$ cat src/rtl/trng_postproc.sv
// -----------------------------------------------------------------------------
// trng_postproc
//
// Post-processing stage for the ring-oscillator entropy source. The raw bit is
// synchronised, decimated by SAMPLE_DIV, checked by a repetition-count health
// test, debiased with a von Neumann corrector and packed MSB-first into bytes.
// Completed bytes go into a small FIFO and are read through valid/ready.
//
// Parameters
//   SAMPLE_DIV  : one raw sample every SAMPLE_DIV clocks (>= 1)
//   RCT_CUTOFF  : identical consecutive samples that trip the health test (2..255)
//   FIFO_DEPTH  : byte FIFO depth (power of two, >= 2)
//
// Ports
//   clk         : clock, all state on the rising edge
//   rst         : asynchronous active-high reset
//   en          : sampling enable; low holds the divider and drops partial state
//   raw_in      : asynchronous raw entropy bit
//   clear_fail  : one-cycle pulse, clears health_fail and overflow
//   data_out    : FIFO head byte
//   data_valid  : FIFO non-empty
//   data_ready  : consumer takes data_out this cycle
//   fifo_count  : number of bytes held
//   health_fail : sticky repetition-count failure
//   overflow    : sticky, a completed byte was dropped on a full FIFO
// -----------------------------------------------------------------------------
module trng_postproc #(
   parameter int SAMPLE_DIV = 4,
   parameter int RCT_CUTOFF = 32,
   parameter int FIFO_DEPTH = 4
) (
   input  logic                          clk,
   input  logic                          rst,
   input  logic                          en,
   input  logic                          raw_in,
   input  logic                          clear_fail,
   output logic [7:0]                    data_out,
   output logic                          data_valid,
   input  logic                          data_ready,
   output logic [$clog2(FIFO_DEPTH):0]   fifo_count,
   output logic                          health_fail,
   output logic                          overflow
);

   localparam int DIV_W = (SAMPLE_DIV > 1) ? $clog2(SAMPLE_DIV) : 1;
   localparam int PTR_W = $clog2(FIFO_DEPTH);
   localparam int CNT_W = PTR_W + 1;
   localparam int RUN_W = 8;

   localparam logic [DIV_W-1:0] DIV_LAST = DIV_W'(SAMPLE_DIV - 1);
   localparam logic [RUN_W-1:0] RUN_MAX  = RUN_W'(RCT_CUTOFF);
   localparam logic [CNT_W-1:0] CNT_FULL = CNT_W'(FIFO_DEPTH);

   typedef enum logic {
      PAIR_IDLE,
      PAIR_HAVE_FIRST
   } pair_state_t;

   // ---------------------------------------------------------------------------
   // Two-flop synchroniser
   // ---------------------------------------------------------------------------
   logic r_s1;
   logic r_s2;

   // NOTE: sequential state uses non-blocking (<=) so every flop samples the
   // pre-edge value of its neighbours; blocking here would collapse the chain.
   always_ff @(posedge clk or posedge rst) begin
      if (rst) begin
         r_s1 <= 1'b0;
         r_s2 <= 1'b0;
      end else begin
         r_s1 <= raw_in;
         r_s2 <= r_s1;
      end
   end

   // ---------------------------------------------------------------------------
   // Sample divider
   // ---------------------------------------------------------------------------
   logic [DIV_W-1:0] r_div_cnt;
   logic             w_strobe;

   assign w_strobe = en && (r_div_cnt == DIV_LAST);

   always_ff @(posedge clk or posedge rst) begin
      if (rst) begin
         r_div_cnt <= '0;
      end else if (!en || (r_div_cnt == DIV_LAST)) begin
         r_div_cnt <= '0;
      end else begin
         r_div_cnt <= r_div_cnt + 1'b1;
      end
   end

   // ---------------------------------------------------------------------------
   // Repetition-count health test
   // ---------------------------------------------------------------------------
   logic [RUN_W-1:0] r_run_cnt;
   logic             r_last_bit;
   logic [RUN_W-1:0] w_run_next;
   logic             w_trip;

   // A run count of 0 marks "no previous sample" (after reset, en drop or
   // clear_fail), so the next sample always starts a fresh run at 1.
   always_comb begin
      w_run_next = r_run_cnt;
      if ((r_run_cnt == '0) || (r_s2 != r_last_bit)) begin
         w_run_next = RUN_W'(1);
      end else if (r_run_cnt < RUN_MAX) begin
         w_run_next = r_run_cnt + 1'b1;
      end
   end

   // clear_fail wins over a trip on the same edge.
   assign w_trip = w_strobe && (w_run_next == RUN_MAX) && !clear_fail;

   always_ff @(posedge clk or posedge rst) begin
      if (rst) begin
         r_run_cnt  <= '0;
         r_last_bit <= 1'b0;
      end else if (clear_fail || !en) begin
         r_run_cnt  <= '0;
      end else if (w_strobe) begin
         r_run_cnt  <= w_run_next;
         r_last_bit <= r_s2;
      end
   end

   always_ff @(posedge clk or posedge rst) begin
      if (rst) begin
         health_fail <= 1'b0;
      end else if (clear_fail) begin
         health_fail <= 1'b0;
      end else if (w_trip) begin
         health_fail <= 1'b1;
      end
   end

   // ---------------------------------------------------------------------------
   // Von Neumann corrector
   // ---------------------------------------------------------------------------
   pair_state_t r_pair_state;
   pair_state_t w_pair_next;
   logic        r_first_bit;
   logic        w_vn_active;
   logic        w_flush;
   logic        w_emit;

   // Debiasing is frozen while the health test is failed; a trip or en drop
   // discards any half pair and partial byte.
   assign w_vn_active = w_strobe && !health_fail;
   assign w_flush     = w_trip || !en;

   always_ff @(posedge clk or posedge rst) begin
      if (rst) begin
         r_pair_state <= PAIR_IDLE;
         r_first_bit  <= 1'b0;
      end else begin
         r_pair_state <= w_pair_next;
         if (w_vn_active && (r_pair_state == PAIR_IDLE)) begin
            r_first_bit <= r_s2;
         end
      end
   end

   // NOTE: every always_comb output gets a default before any branch, so no
   // path leaves it unassigned and no latch is inferred.
   always_comb begin
      w_pair_next = r_pair_state;
      w_emit      = 1'b0;
      if (w_flush) begin
         w_pair_next = PAIR_IDLE;
      end else if (w_vn_active) begin
         case (r_pair_state)
            PAIR_IDLE: begin
               w_pair_next = PAIR_HAVE_FIRST;
            end
            PAIR_HAVE_FIRST: begin
               w_pair_next = PAIR_IDLE;
               w_emit      = (r_s2 != r_first_bit);
            end
            default: begin
               w_pair_next = PAIR_IDLE;
            end
         endcase
      end
   end

   // ---------------------------------------------------------------------------
   // Byte assembly: emitted bit enters at the LSB, so the first bit ends as MSB.
   // The push request is registered, so the FIFO write lands one edge after the
   // 8th bit; r_byte cannot change in between because a new emit needs two
   // further strobes.
   // ---------------------------------------------------------------------------
   logic [7:0] r_byte;
   logic [2:0] r_bit_cnt;
   logic       r_push;

   always_ff @(posedge clk or posedge rst) begin
      if (rst) begin
         r_byte    <= 8'h00;
         r_bit_cnt <= 3'd0;
         r_push    <= 1'b0;
      end else begin
         r_push <= w_emit && (r_bit_cnt == 3'd7);
         if (w_flush) begin
            r_byte    <= 8'h00;
            r_bit_cnt <= 3'd0;
         end else if (w_emit) begin
            r_byte    <= {r_byte[6:0], r_first_bit};
            r_bit_cnt <= r_bit_cnt + 3'd1;
         end
      end
   end

   // ---------------------------------------------------------------------------
   // Byte FIFO
   // ---------------------------------------------------------------------------
   logic [7:0]       r_mem [FIFO_DEPTH];
   logic [PTR_W-1:0] r_wr_ptr;
   logic [PTR_W-1:0] r_rd_ptr;
   logic [CNT_W-1:0] r_count;
   logic             w_pop;
   logic             w_push;
   logic             w_full;
   logic             w_wr_ok;

   assign w_pop   = data_valid && data_ready;
   assign w_push  = r_push && !health_fail;
   assign w_full  = (r_count == CNT_FULL);
   // On a full FIFO a write is still accepted when the head leaves this cycle.
   assign w_wr_ok = w_push && (!w_full || w_pop);

   // NOTE: the storage is reset along with the control state so data_out reads
   // 8'h00 out of reset; at this depth the reset fan-out is negligible.
   always_ff @(posedge clk or posedge rst) begin
      if (rst) begin
         for (int i = 0; i < FIFO_DEPTH; i++) begin
            r_mem[i] <= 8'h00;
         end
         r_wr_ptr <= '0;
         r_rd_ptr <= '0;
         r_count  <= '0;
         overflow <= 1'b0;
      end else begin
         if (clear_fail) begin
            overflow <= 1'b0;
         end
         if (w_trip) begin
            r_wr_ptr <= '0;
            r_rd_ptr <= '0;
            r_count  <= '0;
         end else begin
            if (w_wr_ok) begin
               r_mem[r_wr_ptr] <= r_byte;
               r_wr_ptr        <= r_wr_ptr + 1'b1;
            end
            if (w_push && !w_wr_ok) begin
               overflow <= 1'b1;
            end
            if (w_pop) begin
               r_rd_ptr <= r_rd_ptr + 1'b1;
            end
            case ({w_wr_ok, w_pop})
               2'b10:   r_count <= r_count + 1'b1;
               2'b01:   r_count <= r_count - 1'b1;
               default: r_count <= r_count;
            endcase
         end
      end
   end

   assign data_out   = r_mem[r_rd_ptr];
   assign data_valid = (r_count != '0);
   assign fifo_count = r_count;

endmodule

$ cat config.mk
export PLATFORM = sky130hd
export DESIGN_NAME = trng_postproc
export DESIGN_NICKNAME = d
export VERILOG_FILES = /design/src/rtl/trng_postproc.sv
export SDC_FILE = /design/constraint.sdc
export NUM_CORES = 1
export LEC_CHECK = 0
export CAP_MARGIN = 5
export CORE_MARGIN = 10
export CORE_UTILIZATION = 35
export CTS_CLUSTER_SIZE = 14
export DETAILED_ROUTE_END_ITERATION = 10
export SETUP_SLACK_MARGIN = 0.5
export SLEW_MARGIN = 25
export SYNTH_ARGS = -nofsm -noshare
export SYNTH_HDL_FRONTEND = slang
export SYNTH_SLANG_ARGS = --single-unit
$ cat constraint.sdc
create_clock -name clk -period 2.95 [get_ports clk]
set_clock_uncertainty 0.15 [all_clocks]
set_input_delay 0.295 -clock clk [delete_from_list [all_inputs] [get_ports clk]]
set_output_delay 0.295 -clock clk [all_outputs]
set_load 0.005 [all_outputs]
==> impl_metrics.toml <==
[outcome]
status = "finished clean"

[detailed_routing]
dr_wl_met2_um = 3140
routed_via_density = 5.13
drc = 0
wl_per_cell_um = 16.1
wl_met3_um = 264
drtIter0Drc = 104
ant_nets = 0
first_pass_iters = 4
top_layer_used = "met4"
num_vias = 2118
m1WireLength_um = 3120
wl_um = 6660

[sta]
fin_crit_ps = 2610
max_slew_margin_pct = 41.0
fin_ws_ps = 335
setup_viol = 0
clock.fmax_mhz = 382
finalCritPeriodShare_pct = 88.6
worst_pin_slew_ps = 885
slew_viol_final = 0
timing.setup.tns_ps = 0
rsz0062_at_grt = "true"
hold_viol_final = 0
hold_slack_ps = 208

[setup_path]
cp-start-kind = "flip-flop"
r2r_setup_slack_ps = 340
cp.required_ps = 3030
path_cells = "ha_2, or4b_4, o21a_1, a2111oi_4, buf_6, a21oi_2, buf_6, mux2_4"
timing.rr.start = "r_run_cnt[1]"
worstPathMaxFanout = 8
critical_path.slowest_cell = "or4b_4"
critPathCapture = "r_mem[6]"
crit_start = "r_run_cnt[1]"
cp-end-kind = "flip-flop"
max_stage_delay_ps = 470
cp.arrival_ps = 2700
crit_family = "compound AO/OA/AOI/OAI gates"
r2r_cells = 8
path_class = "flip-flop to flip-flop"
worst-path-buf-inv = 2
r2r-end = "r_mem[6]"
cp_common_cell = "buf_6"
cp.depth = 8

[global_routing]
grt_first_pass_wirelength_um = 11100
grt_pass1_vias = 2229
grt-ovfl-total = 0
grt_max_degree = 69
grtUsageTotal_pct = 10.5
antenna_found_initial = 0

[floorplanning]
io_pins = 20
die-area_sq_mm = 0.0133
placementRows = 34
die_h_um = 115
start_util_pct = 36.2
core_sq_mm = 0.00881
die_w_um = 115

[synthesis]
ys_seq_area_share_pct = 53.3
synthCells = 251
yosys_warnings = 0
synth-seq-cells = 68
synth_fp_nets = 267
yosysUniqueCellTypes = 38
syn_avg_cell_area_sq_um = 12.7
syn-cell-area_sq_mm = 0.00319

[pwr]
vdd.ir_drop.worst_uv = 284
p_leak_uw = 0.00180
power_density_mw_per_mm2 = 464

[place]
place_area_sq_mm = 0.00360
place_inst = 383
dp_hpwl_um = 4170
preCtsSetupSlack_ps = 226
gp_congestion = 0.827
port_buffers = 19

[clock_network]
tritoncts = "done"
root_buffer = "clkbuf_8"
numCtsBuffers = 9
cts.sinks = 68
worstSkewPairLatency_ps = 350
cts_max_level = 3
cts.clk_slew.worst_paths_ps = 80
clockBufferDepth = 2

[layout]
fin_area_sq_mm = 0.00398
drive_gt1_share_pct = 33.8
final_nets = 316
area_growth_pct = 24.8
antennaDiodeCount = 0
final_cells = 413
layout_commonest_cell = "dfrtp_1"
final_cell_mix = "66 x dfrtp_1, 33 x nor2_1, 32 x mux2_2, 19 x clkdlybuf4s50_1, 18 x buf_4"

[job]
cap_violations = 0

[hold_path]
min_path_cells = 0
hp-class = "flip-flop to flip-flop"
[power by group]
part	total [uW]	switching, uW	internal (uW)	leakage [uW]
clock network	795	391	405	0.000102
logic	92.3	50.4	41.9	0.000764
registers	962	13.2	949	0.000937
total	1850	454	1400	0.00180
[how the worst min path moves through the flow]
stage | from | end
CTS | r_s1 | r_s2
global placement | r_s1 | r_s2
global route | r_s1 | r_s2
finish | r_s1 | r_s2
floorplan | raw_in | r_s1
detailed placement | r_s1 | r_s2
[synth_stat cells, drive strengths merged]
master / number / share of area [%]
o21ai: 6 / 1.1
buf: 2 / 0.31
and3b: 1 / 0.27
xor2: 5 / 1.4
nand2b: 1 / 0.20
inv: 7 / 0.82
dfrtp: 68 / 53
xnor2: 4 / 1.1
nand2: 12 / 1.4
a31oi: 1 / 0.20
or4b: 2 / 0.63
a2111oi: 1 / 0.86
ha: 9 / 3.5
clkbuf: 5 / 0.59
o41ai: 1 / 0.27
nand3: 1 / 0.16
nand4: 4 / 0.78
nor2b: 6 / 1.2
o2bb2ai: 1 / 0.27
and2: 2 / 0.39
mux2i: 13 / 4.1
nor2: 33 / 3.9
a21oi: 8 / 1.7
a21o: 1 / 0.24
nor3: 3 / 0.47
o21a: 1 / 0.24
mux2: 34 / 12
o211ai: 2 / 0.47
o31ai: 3 / 0.71
a21bo: 1 / 0.31
or3: 2 / 0.39
nor3b: 1 / 0.24
nor4b: 1 / 0.27
mux4: 8 / 5.6
fa: 1 / 0.63
[layer usage]
layer | track usage, % | up-vias
li1 | - | 982
met1 | 13.5 | 1086
met2 | 16.3 | 39
met3 | 2.89 | 11
met4 | 4.65 | 0
met5 | 0 | -
[sequential cells by signal, summed over array words and instances (netlist names)]
name / flops
r_pair_state: 1
health_fail: 1
r_s2: 1
r_rd_ptr: 2
r_byte: 8
r_div_cnt: 2
fifo_count: 3
overflow: 1
r_mem: 32
r_s1: 1
r_first_bit: 1
r_push: 1
r_run_cnt: 8
r_last_bit: 1
r_bit_cnt: 3
r_wr_ptr: 2
[cells by family after synthesis]
family | share of synthesized area (%)
AOI/OAI and AO/OA | 6.35
adders and majority gates | 4.16
muxes | 21.7
DFF | 53.3
xor gates and xnor gates | 2.47
and+or+nand+nor | 10.3
buffers and inverters | 1.73
[repair_timing]
| action | in CTS | in global routing |
|---|---|---|
| hold endpoints to repair | 0 | 0 |
| resized for setup | 14 | 3 |
| pin swaps | 4 | 4 |
| gates cloned | 0 | 0 |
| hold buffers | 0 | 0 |
| setup endpoints to repair | 60 | 57 |
| buffers inserted | 12 | 2 |
[through the flow]
| step | total power [uW] | utilization [%] |
|---|---|---|
| floorplan | 1040 | - |
| global placement | 1070 | 40.9 |
| detailed placement | 1070 | 40.9 |
| CTS | 1870 | 44.9 |
| global route | 1930 | 45.2 |
| finish | 1850 | 45.2 |
[area by class of cell]
class / instances / area [sq um]
Fill cell: 768 / 4820
Sequential cell: 68 / 1700
Multi-Input combinational cell: 169 / 1490
Timing Repair Buffer: 45 / 424
Tap cell: 108 / 135
Clock buffer: 9 / 124
Clock inverter: 7 / 83.8
Inverter: 7 / 26.3
Note: power is estimated with default switching activity, not from simulation.
